File: src/rtl/psx_pkg.sv
// Purpose: shared constants, state encoding and header type for the DualShock state loader.
// Latency: n/a (declarations only).
// Backpressure: n/a.
package psx_pkg;

    // Frame start marker on the host link.
    localparam logic [7:0] SYNC_BYTE = 8'hA5;

    // Emulator input-state size and address width.
    localparam int MAX_COUNT  = 32;
    localparam int PSX_ADDR_W = 5;

    // COUNT may be 32, so the byte counter needs one bit more than the address.
    localparam int CNT_W = 6;

    localparam int STATE_W = 3;

    typedef enum logic [STATE_W-1:0] {
        S_SYNC   = 3'd0,
        S_ADDR   = 3'd1,
        S_COUNT  = 3'd2,
        S_DATA   = 3'd3,
        S_CSUM   = 3'd4,
        S_COMMIT = 3'd5
    } state_e;

    // Latched frame header: start address and byte count.
    typedef struct packed {
        logic [PSX_ADDR_W-1:0] start;
        logic [CNT_W-1:0]      count;
    } hdr_t;

    // COUNT is legal when it selects between 1 and MAX_COUNT bytes.
    function automatic logic count_valid(input logic [7:0] c);
        return (c != 8'd0) && (c <= 8'(MAX_COUNT));
    endfunction

endpackage

File: src/rtl/psx_frame_buffer.sv
// Purpose: 32x8 holding buffer for the data bytes of one frame, one write and one read port.
// Latency: write lands at the clock edge; read data is registered, valid one cycle after rd_en_i.
// Backpressure: none, both ports accept every cycle.
module psx_frame_buffer
    import psx_pkg::*;
(
    input  logic                  clk,
    input  logic                  reset,
    input  logic                  wr_en_i,
    input  logic [PSX_ADDR_W-1:0] wr_addr_i,
    input  logic [7:0]            wr_dat_i,
    input  logic                  rd_en_i,
    input  logic [PSX_ADDR_W-1:0] rd_addr_i,
    output logic [7:0]            rd_dat_o
);

    logic [7:0] mem_q [MAX_COUNT];
    logic [7:0] rd_dat_q;

    // Storage array; contents are don't-care after reset so it is not cleared.
    always_ff @(posedge clk) begin
        if (wr_en_i) begin
            mem_q[wr_addr_i] <= wr_dat_i;
        end
    end

    // Registered read so the data lines up with the registered write address/strobe.
    always_ff @(posedge clk) begin
        if (reset) begin
            rd_dat_q <= 8'd0;
        end else if (rd_en_i) begin
            rd_dat_q <= mem_q[rd_addr_i];
        end
    end

    assign rd_dat_o = rd_dat_q;

endmodule

File: src/rtl/psx_state_loader.sv
// Purpose: parse framed host bytes (A5, ADDR, COUNT, DATA, CSUM) and commit checked frames to the emulator input state.
// Latency: first write the cycle after CSUM is accepted, COUNT back-to-back writes, frame_ok the cycle after the last write.
// Backpressure: in_ready low only while committing; optional error counter enabled by PSX_LOADER_ERRCNT_EN.
module psx_state_loader
    import psx_pkg::*;
#(
    parameter int CLOCK_MHZ  = 25,
    parameter int TIMEOUT_US = 1000
) (
    input  logic                  clk,
    input  logic                  reset,
    input  logic [7:0]            in_data,
    input  logic                  in_valid,
    output logic                  in_ready,
    output logic [PSX_ADDR_W-1:0] write_addr,
    output logic [7:0]            write_data,
    output logic                  write_en,
    output logic                  frame_ok,
    output logic                  frame_err,
    output logic                  busy
`ifdef PSX_LOADER_ERRCNT_EN
    ,
    output logic [15:0]           err_count
`endif
);

    // Inter-byte timeout, in clock cycles minus one.
    localparam int TO_RELOAD = CLOCK_MHZ * TIMEOUT_US - 1;
    localparam int TO_W      = (TO_RELOAD > 0) ? $clog2(TO_RELOAD + 1) : 1;

    state_e                state_q, state_d;
    hdr_t                  hdr_q, hdr_d;
    logic [CNT_W-1:0]      idx_q, idx_d;
    logic [7:0]            csum_q, csum_d;
    logic [TO_W-1:0]       to_q, to_d;
    logic                  wr_en_q, wr_en_d;
    logic [PSX_ADDR_W-1:0] wr_addr_q, wr_addr_d;
    logic                  ok_q, ok_d;
    logic                  err_q, err_d;

    logic                  acc;
    logic                  waiting;
    logic                  expired;
    logic [CNT_W-1:0]      idx_nxt;
    logic                  buf_we;
    logic                  buf_re;
    logic [PSX_ADDR_W-1:0] buf_raddr;
    logic [7:0]            buf_rdat;

    assign in_ready = (state_q != S_COMMIT);
    assign acc      = in_valid && in_ready;
    assign waiting  = (state_q == S_ADDR) || (state_q == S_COUNT) ||
                      (state_q == S_DATA) || (state_q == S_CSUM);
    // An accepted byte on the expiry cycle takes priority over the timeout.
    assign expired  = waiting && !acc && (to_q == '0);
    assign idx_nxt  = idx_q + 1'b1;

    psx_frame_buffer u_buf (
        .clk       (clk),
        .reset     (reset),
        .wr_en_i   (buf_we),
        .wr_addr_i (idx_q[PSX_ADDR_W-1:0]),
        .wr_dat_i  (in_data),
        .rd_en_i   (buf_re),
        .rd_addr_i (buf_raddr),
        .rd_dat_o  (buf_rdat)
    );

    // Next-state, parse/commit control and registered-output next values.
    always_comb begin
        state_d   = state_q;
        hdr_d     = hdr_q;
        idx_d     = idx_q;
        csum_d    = csum_q;
        to_d      = to_q;
        wr_en_d   = 1'b0;
        wr_addr_d = wr_addr_q;
        ok_d      = 1'b0;
        err_d     = 1'b0;
        buf_we    = 1'b0;
        buf_re    = 1'b0;
        buf_raddr = '0;

        // Reload on any accepted byte, count down while a frame is open.
        if (acc) begin
            to_d = TO_W'(TO_RELOAD);
        end else if (waiting && (to_q != '0)) begin
            to_d = to_q - 1'b1;
        end

        case (state_q)
            S_SYNC: begin
                // Anything other than the sync marker is dropped without complaint.
                if (acc && (in_data == SYNC_BYTE)) begin
                    state_d = S_ADDR;
                end
            end

            S_ADDR: begin
                if (acc) begin
                    if (in_data[7:PSX_ADDR_W] == '0) begin
                        hdr_d.start = in_data[PSX_ADDR_W-1:0];
                        csum_d      = in_data;
                        state_d     = S_COUNT;
                    end else begin
                        err_d   = 1'b1;
                        state_d = S_SYNC;
                    end
                end
            end

            S_COUNT: begin
                if (acc) begin
                    if (count_valid(in_data)) begin
                        hdr_d.count = in_data[CNT_W-1:0];
                        csum_d      = csum_q + in_data;
                        idx_d       = '0;
                        state_d     = S_DATA;
                    end else begin
                        err_d   = 1'b1;
                        state_d = S_SYNC;
                    end
                end
            end

            S_DATA: begin
                if (acc) begin
                    buf_we = 1'b1;
                    csum_d = csum_q + in_data;
                    idx_d  = idx_nxt;
                    if (idx_nxt == hdr_q.count) begin
                        state_d = S_CSUM;
                    end
                end
            end

            S_CSUM: begin
                if (acc) begin
                    if (in_data == csum_q) begin
                        // Issue write 0 right away so it appears the next cycle.
                        wr_en_d   = 1'b1;
                        wr_addr_d = hdr_q.start;
                        buf_re    = 1'b1;
                        buf_raddr = '0;
                        idx_d     = CNT_W'(1);
                        state_d   = S_COMMIT;
                    end else begin
                        err_d   = 1'b1;
                        state_d = S_SYNC;
                    end
                end
            end

            S_COMMIT: begin
                // idx_q counts writes already issued; the address wraps naturally at 5 bits.
                if (idx_q < hdr_q.count) begin
                    wr_en_d   = 1'b1;
                    wr_addr_d = hdr_q.start + idx_q[PSX_ADDR_W-1:0];
                    buf_re    = 1'b1;
                    buf_raddr = idx_q[PSX_ADDR_W-1:0];
                    idx_d     = idx_nxt;
                end else begin
                    ok_d    = 1'b1;
                    state_d = S_SYNC;
                end
            end

            default: begin
                state_d = S_SYNC;
            end
        endcase

        if (expired) begin
            err_d   = 1'b1;
            state_d = S_SYNC;
        end
    end

    // State and registered outputs; reset abandons any commit in flight.
    always_ff @(posedge clk) begin
        if (reset) begin
            state_q   <= S_SYNC;
            hdr_q     <= '0;
            idx_q     <= '0;
            csum_q    <= 8'd0;
            to_q      <= '0;
            wr_en_q   <= 1'b0;
            wr_addr_q <= '0;
            ok_q      <= 1'b0;
            err_q     <= 1'b0;
        end else begin
            state_q   <= state_d;
            hdr_q     <= hdr_d;
            idx_q     <= idx_d;
            csum_q    <= csum_d;
            to_q      <= to_d;
            wr_en_q   <= wr_en_d;
            wr_addr_q <= wr_addr_d;
            ok_q      <= ok_d;
            err_q     <= err_d;
        end
    end

    assign write_en   = wr_en_q;
    assign write_addr = wr_addr_q;
    assign write_data = buf_rdat;
    assign frame_ok   = ok_q;
    assign frame_err  = err_q;
    assign busy       = (state_q != S_SYNC);

`ifdef PSX_LOADER_ERRCNT_EN
    logic [15:0] errcnt_q;

    // Saturating count of rejected frames.
    always_ff @(posedge clk) begin
        if (reset) begin
            errcnt_q <= 16'd0;
        end else if (err_q && (errcnt_q != 16'hFFFF)) begin
            errcnt_q <= errcnt_q + 16'd1;
        end
    end

    assign err_count = errcnt_q;
`endif

endmodule

File: config.mk
export PLATFORM = sky130hd
export DESIGN_NAME = psx_state_loader
export DESIGN_NICKNAME = d
export VERILOG_FILES = /design/src/rtl/psx_pkg.sv /design/src/rtl/psx_frame_buffer.sv /design/src/rtl/psx_state_loader.sv
export SDC_FILE = /design/constraint.sdc
export NUM_CORES = 1
export LEC_CHECK = 0
export ABC_CLOCK_PERIOD_IN_PS = 2950
export CORE_ASPECT_RATIO = 0.7
export CORE_MARGIN = 2
export CORE_UTILIZATION = 50
export DETAILED_ROUTE_END_ITERATION = 12
export PLACE_DENSITY = 0.67
export SETUP_SLACK_MARGIN = 0.1
export SLEW_MARGIN = 20
export SYNTH_ARGS = -nofsm -noshare
export SYNTH_HDL_FRONTEND = slang
export SYNTH_SLANG_ARGS = --single-unit
File: constraint.sdc
create_clock -name clk -period 2.95 [get_ports clk]
set_input_delay 0.59 -clock clk [delete_from_list [all_inputs] [get_ports clk]]
set_output_delay 0.59 -clock clk [all_outputs]
set_load 0.02 [all_outputs]
==> impl_results.md <==
- Sequential area share after synthesis: 63.9%
- Synthesized Nets: 1071
- Synth Area per Inst: 13.4 sq um
- CP top delay family: compound AO/OA/AOI/OAI gates
- Synth area leader: edfxtp_1
- Synth Register Bits: 315
- Net Switching: 2470 uW
- H-tree depth: 1
- Max FO, Critical Path: 11
- Layout cell share with drive strength beyond 1: 21.1%
- Maxcap violations: 0
- Static Leak: 0.00551 uW
- Final #Nets: 1208
- Die height: 143 microns
- Top-count cell post-synth: edfxtp_1
- Critical Path Sink Type: register
- # clock sinks: 315
- Area growth syn-to-layout: 18.8%
- Initial antenna violation count: 0
- Largest net degree at the start of global routing: 93
- Drt drc: 0
- Max rail drop VDD: 415 uV
- Synth unique cells: 79
- Clk slew on worst S/H paths: 0.06 ns
- Core ar.: 27000 sq um
- Clock Skews: 0.0230 ns
- TritonRoute pass-1 iters: 7
- Slowest Stage Delay on Critical Path: 0.41 ns
- Arr. time, crit path: 3.23 ns
- Gr ovfl total: 0
- Setup TNS: 0 ns
- CTS Buffer Depth: 3
- Vias per cell: 5.94
- Fin crit share: 93.4%
- Fillers: 2098
- N_diodes: 0
- Global-route wire length before repair: 53100 microns
- Mapped Cells: 1033
- Die X-Extent: 203 microns
- Sw frac: 24.7%
- FFs w/ async S/R, synth: 0%
- Cell chain of the critical path: inv_1, ha_1, nor2b_1, o2111a_2, buf_12, nor3_4, buf_12, mux2i_1, a21oi_1, a221oi_1, buf_4, o31ai_1
- HPWL Detailed: 23000 microns
- Fin crit period: 2.75 ns
- GRT Total Usage: 24.2%
- Vias in the first global route: 8825
- Max_slew headroom: 52.2%
- Full die area: 29100 sq um
- Final setup violation count: 0
- Post-DRT Antenna Nets: 0
- Worst-Margin Slew: 0.710 ns
- Seq pwr share: 49.2%
- Synth Flop Type: edfxtp_1
- CP max-delay cell: a221oi_1
- Hold Crit Class: in -> reg
- Final Slew Violations: 0
- Pwr Density: 605 nW/um^2
- Placer Congestion: 0.885
- Clock share of power: 38.6%
- Crit path buffers/inverters: 4
- Initial core utilization: 51.3%
- Status: finished, final reports clean
- CP required: 3.42 ns
- Post-synth top area share: 55.4%
- TritonCTS clock tree: done
- DRT iter0 DRCs: 916
- Detailed Route WL: 34800 microns
- Final count of hold timing violations: 0
- EDFF count, synth: 256
- Int Power: 7510 uW
- Hold Worst Slack: 0.272 ns
- Cell area after synthesis: 13900 sq um
- Row Count: 50
- RSZ-0062 raised after global routing: false
- CTS Buf Count: 30
- IO Count: 29
- Clock root buffer: clkbuf_16
- CP startpoint kind: register
- Most instantiated cells after synthesis: 256 x edfxtp_1, 83 x nor2_1, 73 x mux2i_1, 59 x dfxtp_1, 49 x nand2_1
- Comb power frac: 12.2%
- Fmax: 0.363 GHz
- Clk_lat worst skew: 0.58 ns
- Main area contributors after synthesis: edfxtp_1 55%, dfxtp_1 8.5%, mux2i_1 5.3%
- Synth Warn #: 0
- Per-cell routed wire length: 22.3 microns
- Total number of vias: 9248
- Port bufs: 28
- Most frequent CP cell: buf_12
- Crit Path Class: reg -> reg
-- cell type report --
class / count / area, sq um / area share [%]
multi-input combinational: 637 / 4710 / 28.6
inverter: 25 / 93.8 / 0.569
sequential: 315 / 8880 / 53.8
timing repair buffer: 161 / 1370 / 8.30
clock inverter: 17 / 199 / 1.21
clock buffer: 39 / 785 / 4.76
tap: 364 / 455 / 2.76
-- registers in the layout, summed over array words and instances, names as in the netlist --
signal / flops
to_q: 15
u_buf.mem_q: 256
frame_ok: 1
csum_q: 8
write_addr: 5
frame_err: 1
hdr_q: 11
write_en: 1
idx_q: 6
u_buf.rd_dat_o: 8
state_q: 3
-- repair_timing --
item	4_1_cts	5_1_grt
buffers inserted	2	8
pin swaps	0	12
gates resized for setup	1	24
gates cloned	0	0
hold buffers	0	0
setup endpoints to repair	5	11
-- cell usage in the layout, fill, tap and decap left out, drive strengths merged, types with 8 or more instances in the layout --
cell,netlist,final
edfxtp,256,256
a21oi,44,44
nor3,31,31
nand4,9,9
clkdlybuf4s50,0,26
mux4,9,9
or2,13,13
dfxtp,59,59
buf,27,134
a22oi,8,8
o21ai,28,28
a31oi,12,12
nor2b,12,12
a211oi,27,27
xor2,9,9
mux2,24,24
inv,23,25
clkbuf,29,39
nor2,83,83
nand2,49,49
mux2i,73,73
clkinv,2,11
o211ai,17,17
nand3,20,20
or3,14,14
xnor2,19,19
o22ai,17,17
ha,25,25
o221ai,8,8
-- cell families after synthesis --
logic type / Yosys count / share of synthesized area [%]
xor+xnor: 28 / 1.77
mux: 106 / 8.67
fa+ha+maj: 27 / 2.54
simple gates: 260 / 9.40
buf+inv: 81 / 2.79
flops: 315 / 63.9
compound gates: 216 / 10.9
-- path summary, 6_finish.rpt --
path                  from           endpoint  slack [ns]  depth (start not counted)
setup / recovery  hdr_q[1]  u_buf.rd_dat_o[5]        0.20                         12
hold / removal       reset           hdr_q[0]        0.27                          2
setup reg to reg  hdr_q[1]  u_buf.rd_dat_o[5]        0.20                         12
hold reg to reg   idx_q[5]           idx_q[5]        0.49                          2
-- through the flow --
step | power, uW | utilization [%] | setup slack [ns] | cell area, sq um | instances
6_report | 9980 | 61.0 | 0.196 | 16500 | 1558
5_1_grt | 10300 | 61.0 | 0.0958 | 16500 | 1558
2_1_floorplan | 5830 | - | 0.100 | 13900 | 1033
3_3_place_gp | 6180 | 56.7 | -0.393 | 15300 | 1492
4_1_cts | 10000 | 60.5 | 0.0785 | 16300 | 1550
3_5_place_dp | 6200 | 56.7 | -0.461 | 15300 | 1492
-- power by group through the flow --
| stage | Combinational, uW | Clock (uW) | Sequential, uW |
|---|---|---|---|
| after floorplan | 819 | 0 | 5010 |
| after global placement | 1170 | 0 | 5000 |
| after detailed placement | 1190 | 0 | 5000 |
| after CTS | 1200 | 3910 | 4910 |
| after global routing | 1340 | 4070 | 4910 |
| final | 1220 | 3860 | 4910 |
-- routing by layer --
metal	global-route usage [%]	share of wire, %
met2	35.3	43
met4	5.95	1.9
met5	0	0
met1	36.8	47
met3	5.01	8.6
Power figures use the tool's default switching activity.
